## src/rtl/count_seq_ctrl_pkg.sv

```systemverilog
// Shared types and constants for the counter sequencer/checker.
package count_seq_ctrl_pkg;

    localparam int CNT_W_DEF = 4;
    localparam int LEN_W_DEF = 8;
    // Cycles from the set strobe until the counter presents the loaded number.
    localparam int CNT_LAT   = 2;

    typedef enum logic [2:0] {
        S_IDLE,
        S_LOAD,
        S_WAIT,
        S_CHECK,
        S_DONE
    } state_t;

endpackage

```

## src/rtl/count_seq_cmp.sv

```systemverilog
// Expected-value generator and compare/record datapath for one checked run.
module count_seq_cmp
    import count_seq_ctrl_pkg::*;
#(
    parameter int CNT_W = CNT_W_DEF,
    parameter int LEN_W = LEN_W_DEF
) (
    input  logic             clk,
    input  logic             rst,
    input  logic             i_clear,
    input  logic             i_init,
    input  logic             i_en,
    input  logic [CNT_W-1:0] i_start,
    input  logic [LEN_W-1:0] i_len,
    input  logic [CNT_W-1:0] i_number,
    input  logic             i_zero,
    output logic             o_last,
    output logic             o_err,
    output logic [LEN_W-1:0] o_err_idx,
    output logic [LEN_W-1:0] o_wraps
);

    logic [CNT_W-1:0] r_exp;
    logic [LEN_W-1:0] r_idx;
    logic             r_err;
    logic [LEN_W-1:0] r_err_idx;
    logic [LEN_W-1:0] r_wraps;
    logic             w_fail;

    assign w_fail = (i_number != r_exp) || (i_zero != (r_exp == '0));
    assign o_last = (r_idx == i_len - LEN_W'(1));

    always_ff @(posedge clk) begin
        if (rst || i_clear) begin
            r_exp     <= '0;
            r_idx     <= '0;
            r_err     <= 1'b0;
            r_err_idx <= '0;
            r_wraps   <= '0;
        end else begin
            if (i_init)
                r_exp <= i_start;
            if (i_en) begin
                r_exp <= r_exp + CNT_W'(1);
                r_idx <= r_idx + LEN_W'(1);
                // Only the first failing sample is recorded.
                if (w_fail && !r_err) begin
                    r_err     <= 1'b1;
                    r_err_idx <= r_idx;
                end
                if (i_zero && (r_wraps != '1))
                    r_wraps <= r_wraps + LEN_W'(1);
            end
        end
    end

    assign o_err     = r_err;
    assign o_err_idx = r_err_idx;
    assign o_wraps   = r_wraps;

endmodule

```

## src/rtl/count_seq_ctrl.sv

```systemverilog
// Run sequencer: loads the counter with a set pulse, then checks its number/zero stream.
module count_seq_ctrl
    import count_seq_ctrl_pkg::*;
#(
    parameter int CNT_W = CNT_W_DEF,
    parameter int LEN_W = LEN_W_DEF
) (
    input  logic             clk,
    input  logic             rst,
    input  logic             req_valid,
    output logic             req_ready,
    input  logic [CNT_W-1:0] req_start,
    input  logic [LEN_W-1:0] req_len,
    output logic             set,
    output logic [CNT_W-1:0] set_num,
    input  logic [CNT_W-1:0] number,
    input  logic             zero,
    output logic             done,
    output logic             err,
    output logic [LEN_W-1:0] err_idx,
    output logic [LEN_W-1:0] wraps
);

    state_t           r_state;
    state_t           w_next;
    logic [LEN_W-1:0] r_len;
    logic             r_set;
    logic [CNT_W-1:0] r_set_num;
    logic [1:0]       r_wcnt;
    logic             w_accept;
    logic             w_wait_end;
    logic             w_last;

    assign w_accept   = req_valid && (r_state == S_IDLE);
    // WAIT spans the counter latency minus the LOAD cycle itself.
    assign w_wait_end = (r_wcnt == 2'(CNT_LAT - 2));

    always_ff @(posedge clk) begin
        if (rst)
            r_state <= S_IDLE;
        else
            r_state <= w_next;
    end

    always_comb begin
        w_next = r_state;
        case (r_state)
            S_IDLE:  if (w_accept) w_next = S_LOAD;
            S_LOAD:  w_next = S_WAIT;
            S_WAIT:  if (w_wait_end) w_next = (r_len != '0) ? S_CHECK : S_DONE;
            S_CHECK: if (w_last) w_next = S_DONE;
            S_DONE:  w_next = S_IDLE;
            default: w_next = S_IDLE;
        endcase
    end

    always_ff @(posedge clk) begin
        if (rst) begin
            r_set     <= 1'b0;
            r_set_num <= '0;
            r_len     <= '0;
            r_wcnt    <= '0;
        end else begin
            r_set <= w_accept;
            if (w_accept) begin
                r_set_num <= req_start;
                r_len     <= req_len;
            end
            r_wcnt <= (r_state == S_WAIT) ? r_wcnt + 2'd1 : 2'd0;
        end
    end

    count_seq_cmp #(
        .CNT_W (CNT_W),
        .LEN_W (LEN_W)
    ) u_cmp (
        .clk       (clk),
        .rst       (rst),
        .i_clear   (w_accept),
        .i_init    (r_state == S_WAIT),
        .i_en      (r_state == S_CHECK),
        .i_start   (r_set_num),
        .i_len     (r_len),
        .i_number  (number),
        .i_zero    (zero),
        .o_last    (w_last),
        .o_err     (err),
        .o_err_idx (err_idx),
        .o_wraps   (wraps)
    );

    assign req_ready = (r_state == S_IDLE);
    assign set       = r_set;
    assign set_num   = r_set_num;
    assign done      = (r_state == S_DONE);

endmodule

```

## config.mk

```make
export PLATFORM = sky130hd
export DESIGN_NAME = count_seq_ctrl
export DESIGN_NICKNAME = d
export VERILOG_FILES = /design/src/rtl/count_seq_ctrl_pkg.sv /design/src/rtl/count_seq_cmp.sv /design/src/rtl/count_seq_ctrl.sv
export SDC_FILE = /design/constraint.sdc
export NUM_CORES = 1
export LEC_CHECK = 0
export ABC_AREA = 1
export CAP_MARGIN = 5
export CORE_AREA = 2 2 68 77
export CTS_CLUSTER_SIZE = 30
export DETAILED_ROUTE_END_ITERATION = 16
export DIE_AREA = 0 0 70 79
export GPL_TIMING_DRIVEN = 0
export PLACE_DENSITY = 0.76
export SYNTH_ARGS = -nofsm -noshare
export SYNTH_HDL_FRONTEND = slang
export SYNTH_SLANG_ARGS = --single-unit
```

## constraint.sdc

```tcl
create_clock -name clk -period 2.2 [get_ports clk]
set_input_delay 0.66 -clock clk [delete_from_list [all_inputs] [get_ports clk]]
set_output_delay 0.66 -clock clk [all_outputs]
set_load 0.02 [all_outputs]
```

==> flow_summary.ini <==
[status]
status = finished clean

[floorplanning]
ios = 44
design.core.area_um2 = 4800
die-height_um = 79
die_w_um = 70
num_rows = 27
initial_utilization_pct = 48.7
die-area_um2 = 5530

[worst_setup_path]
crit_family = buffers and inverters
slowest_stage = clkdlybuf4s50_1
end_kind = output pin
cp.arrival_ns = 1.36
worstPathCellList = clkdlybuf4s50_1
slowest_delay_ns = 0.64
crit_required_ns = 1.54
path_buf_inv = 1
cp_max_fo = 4
start_kind = register
critical_path_class = reg -> out

[route]
avgRoutedWirePerCell_um = 11.8
wirelength_um = 5100
antenna_left = 0
vias = 2152
drtIter0Drc = 134
vias_per_cell = 4.98
firstDrtPassIters = 4
drcViolationCount = 0

[logic_synthesis]
synthTopCellsByArea = dfxtp_1 40%, nand2_1 11%, inv_1 7.7%
syn_nets = 350
synth_area_um2 = 2340
async_flop_share_pct = 0
ys_warn_count = 0
synth_edf_count = 0
avgSynthCellArea_um2 = 7.21
synth-compound-area-share_pct = 14.4
synthXorXnorAreaFrac_pct = 3.00
synth_top_family_by_area = simple AND/OR/NAND/NOR gates
muxShareOfSynthArea_pct = 0
synthCells = 324
synthSimpleGateAreaFrac_pct = 28.2
synth_top_area_cell = dfxtp_1
ys.flop_type = dfxtp_1
synth.top_cell.area_share_pct = 40.3
ys_ff_latch = 47
synth_fa_ha_area_share_pct = 3.21
ys_seq_area_share_pct = 40.3
synth_cell_type_count = 38

[grt]
overflow = 0
grt_pass1_wl_um = 8910
antenna_found_initial = 0
grt_max_degree = 14
grt_usage_pct = 20.1
grt_pass1_vias = 2058

[clock_network]
cts-root-buf = clkbuf_8
clock_latency_ns = 0.30
cts_tree = yes
post-cts-setup-buffer-count = 0
ctsHoldBuffers = 0
cts.clk_slew.worst_paths_ns = 0.08
cts.path.max_buffers = 2
cts_sinks = 47
h-tree-depth = 2
cts_made_buffers = 5

[finish]
antenna_cells = 0
drive_gt1_share_pct = 9.36
syn2layout_area_growth_pct = 25.3
fin_cells = 432
layout.nets = 400
fin_util_pct = 61.1

[place]
place_ws_ns = -0.0748
io_buffers = 43
routabilityCongestion = 0.877
dp_hpwl_um = 3950
dp.cells = 425

[sta]
fin_crit_ns = 2.02
min_period_over_period_pct = 91.8
max_slew_margin_pct = 74.6
setup_viol = 0
fin_ws_ns = 0.179
rsz0062_at_grt = no
hold_ws_ns = 0.424
max_freq_mhz = 495
drv_slew = 0
finalHoldViolations = 0
tightest_slew_ns = 0.377
worst_clock_skew_ns = 0.00493

[worst_hold_path]
holdCritPathClass = reg -> reg

[pwr]
p_leak_nw = 1.24
sw_frac_of_total_pct = 39.4
p_total_w = 0.00268
irDropWorstVdd_uv = 438
clkPwrFrac_pct = 19.6
seqPwrFrac_pct = 39.6
powerDensity_nw_per_um2 = 916
p_sw_w = 0.00106
combPwrFrac_pct = 40.7
p_int_w = 0.00163

[flow_run]
timing.max_cap.violations = 0
-- cells in the mapped netlist (all sizes together) (2+ instances only) --
library cell   n
nor3b          2
nor4           4
inv           55
a31oi          2
xor2           4
a21oi         22
ha             6
buf            7
dfxtp         47
or2            2
nor2          38
nor3           7
a22o           5
nand3         17
xnor2          4
nand2         68
o21ai         27
a22oi          2
-- path summary, 6_finish.rpt --
kind	startpoint	end	slack [ns]	depth (start not counted)
worst min-delay path	r_wcnt[0]	r_wcnt[0]	0.42	1
worst max-delay path	u_cmp.o_wraps[7]	wraps[7]	0.18	1
worst min register to register	r_wcnt[0]	r_wcnt[0]	0.42	1
worst max register to register	r_len[0]	r_state[1]	0.42	13
-- cells by family (layout without fill, tap and decap cells) --
group,after synthesis,count (layout)
xor+xnor,8,8
compound gates,60,60
buf+inv,62,112
fa+ha+maj,6,6
simple gates,141,141
flops,47,47
-- timing repair --
item	4_1_cts	5_1_grt
setup endpoints to repair	1	1
gates resized for setup	1	1
endpoints found under the hold margin	0	0
gates cloned	0	0
pin swaps	0	0
-- layout make-up --
type | instances | area, µm²
clock inverters | 1 | 5.00
clock buffers | 6 | 82.6
multi-input cells | 215 | 1140
inverters | 55 | 209
fillers | 459 | 1870
repair buffers | 43 | 432
plain buffers | 7 | 46.3
well taps | 58 | 72.6
flip-flops and latches | 47 | 941
-- power groups by stage --
stage	Combinational, W	Clock (W)	Sequential (W)
after global placement	0.00108	0	0.00108
final	0.00109	0.000527	0.00106
after detailed placement	0.00111	0	0.00108
after CTS	0.00110	0.000545	0.00106
after floorplan	0.000736	0	0.00111
after global routing	0.00124	0.000580	0.00108
-- layer usage --
metal | GRT usage [%] | part of all wire, %
met4 | 8.65 | 2.2
met3 | 4.19 | 3.9
met5 | 0 | 0
met1 | 24.9 | 46
met2 | 33.9 | 48
-- state kept, by name (all words and copies together), names as in the netlist --
register	count
r_len	8
r_state	3
r_wcnt	2
set	1
set_num	4
u_cmp.o_err	1
u_cmp.o_err_idx	8
u_cmp.o_wraps	8
u_cmp.r_exp	4
u_cmp.r_idx	8
-- layout by cell type, fill, tap and decap left out, types with 3 or more instances in the layout --
| cell type | netlist | final |
|---|---|---|
| nor2_1 | 32 | 32 |
| nor3_1 | 6 | 6 |
| nor2_2 | 5 | 5 |
| o21ai_0 | 23 | 23 |
| dfxtp_1 | 47 | 47 |
| xnor2_1 | 4 | 4 |
| inv_2 | 6 | 6 |
| nand3_1 | 16 | 16 |
| inv_1 | 48 | 48 |
| a22o_1 | 5 | 5 |
| nand2_1 | 66 | 66 |
| o21ai_1 | 3 | 3 |
| a21oi_1 | 22 | 22 |
| buf_2 | 4 | 4 |
| xor2_1 | 4 | 4 |
| clkdlybuf4s50_1 | 0 | 41 |
| ha_1 | 6 | 6 |
| clkbuf_8 | 0 | 6 |
-- metrics by stage --
stage          area [µm²]  setup TNS (ns)
3_3_place_gp         2840         -0.0297
3_5_place_dp         2840          -0.200
2_1_floorplan        2340               0
4_1_cts              2930               0
6_report             2930               0
5_1_grt              2930               0
Note: power is estimated with default switching activity, not from simulation.
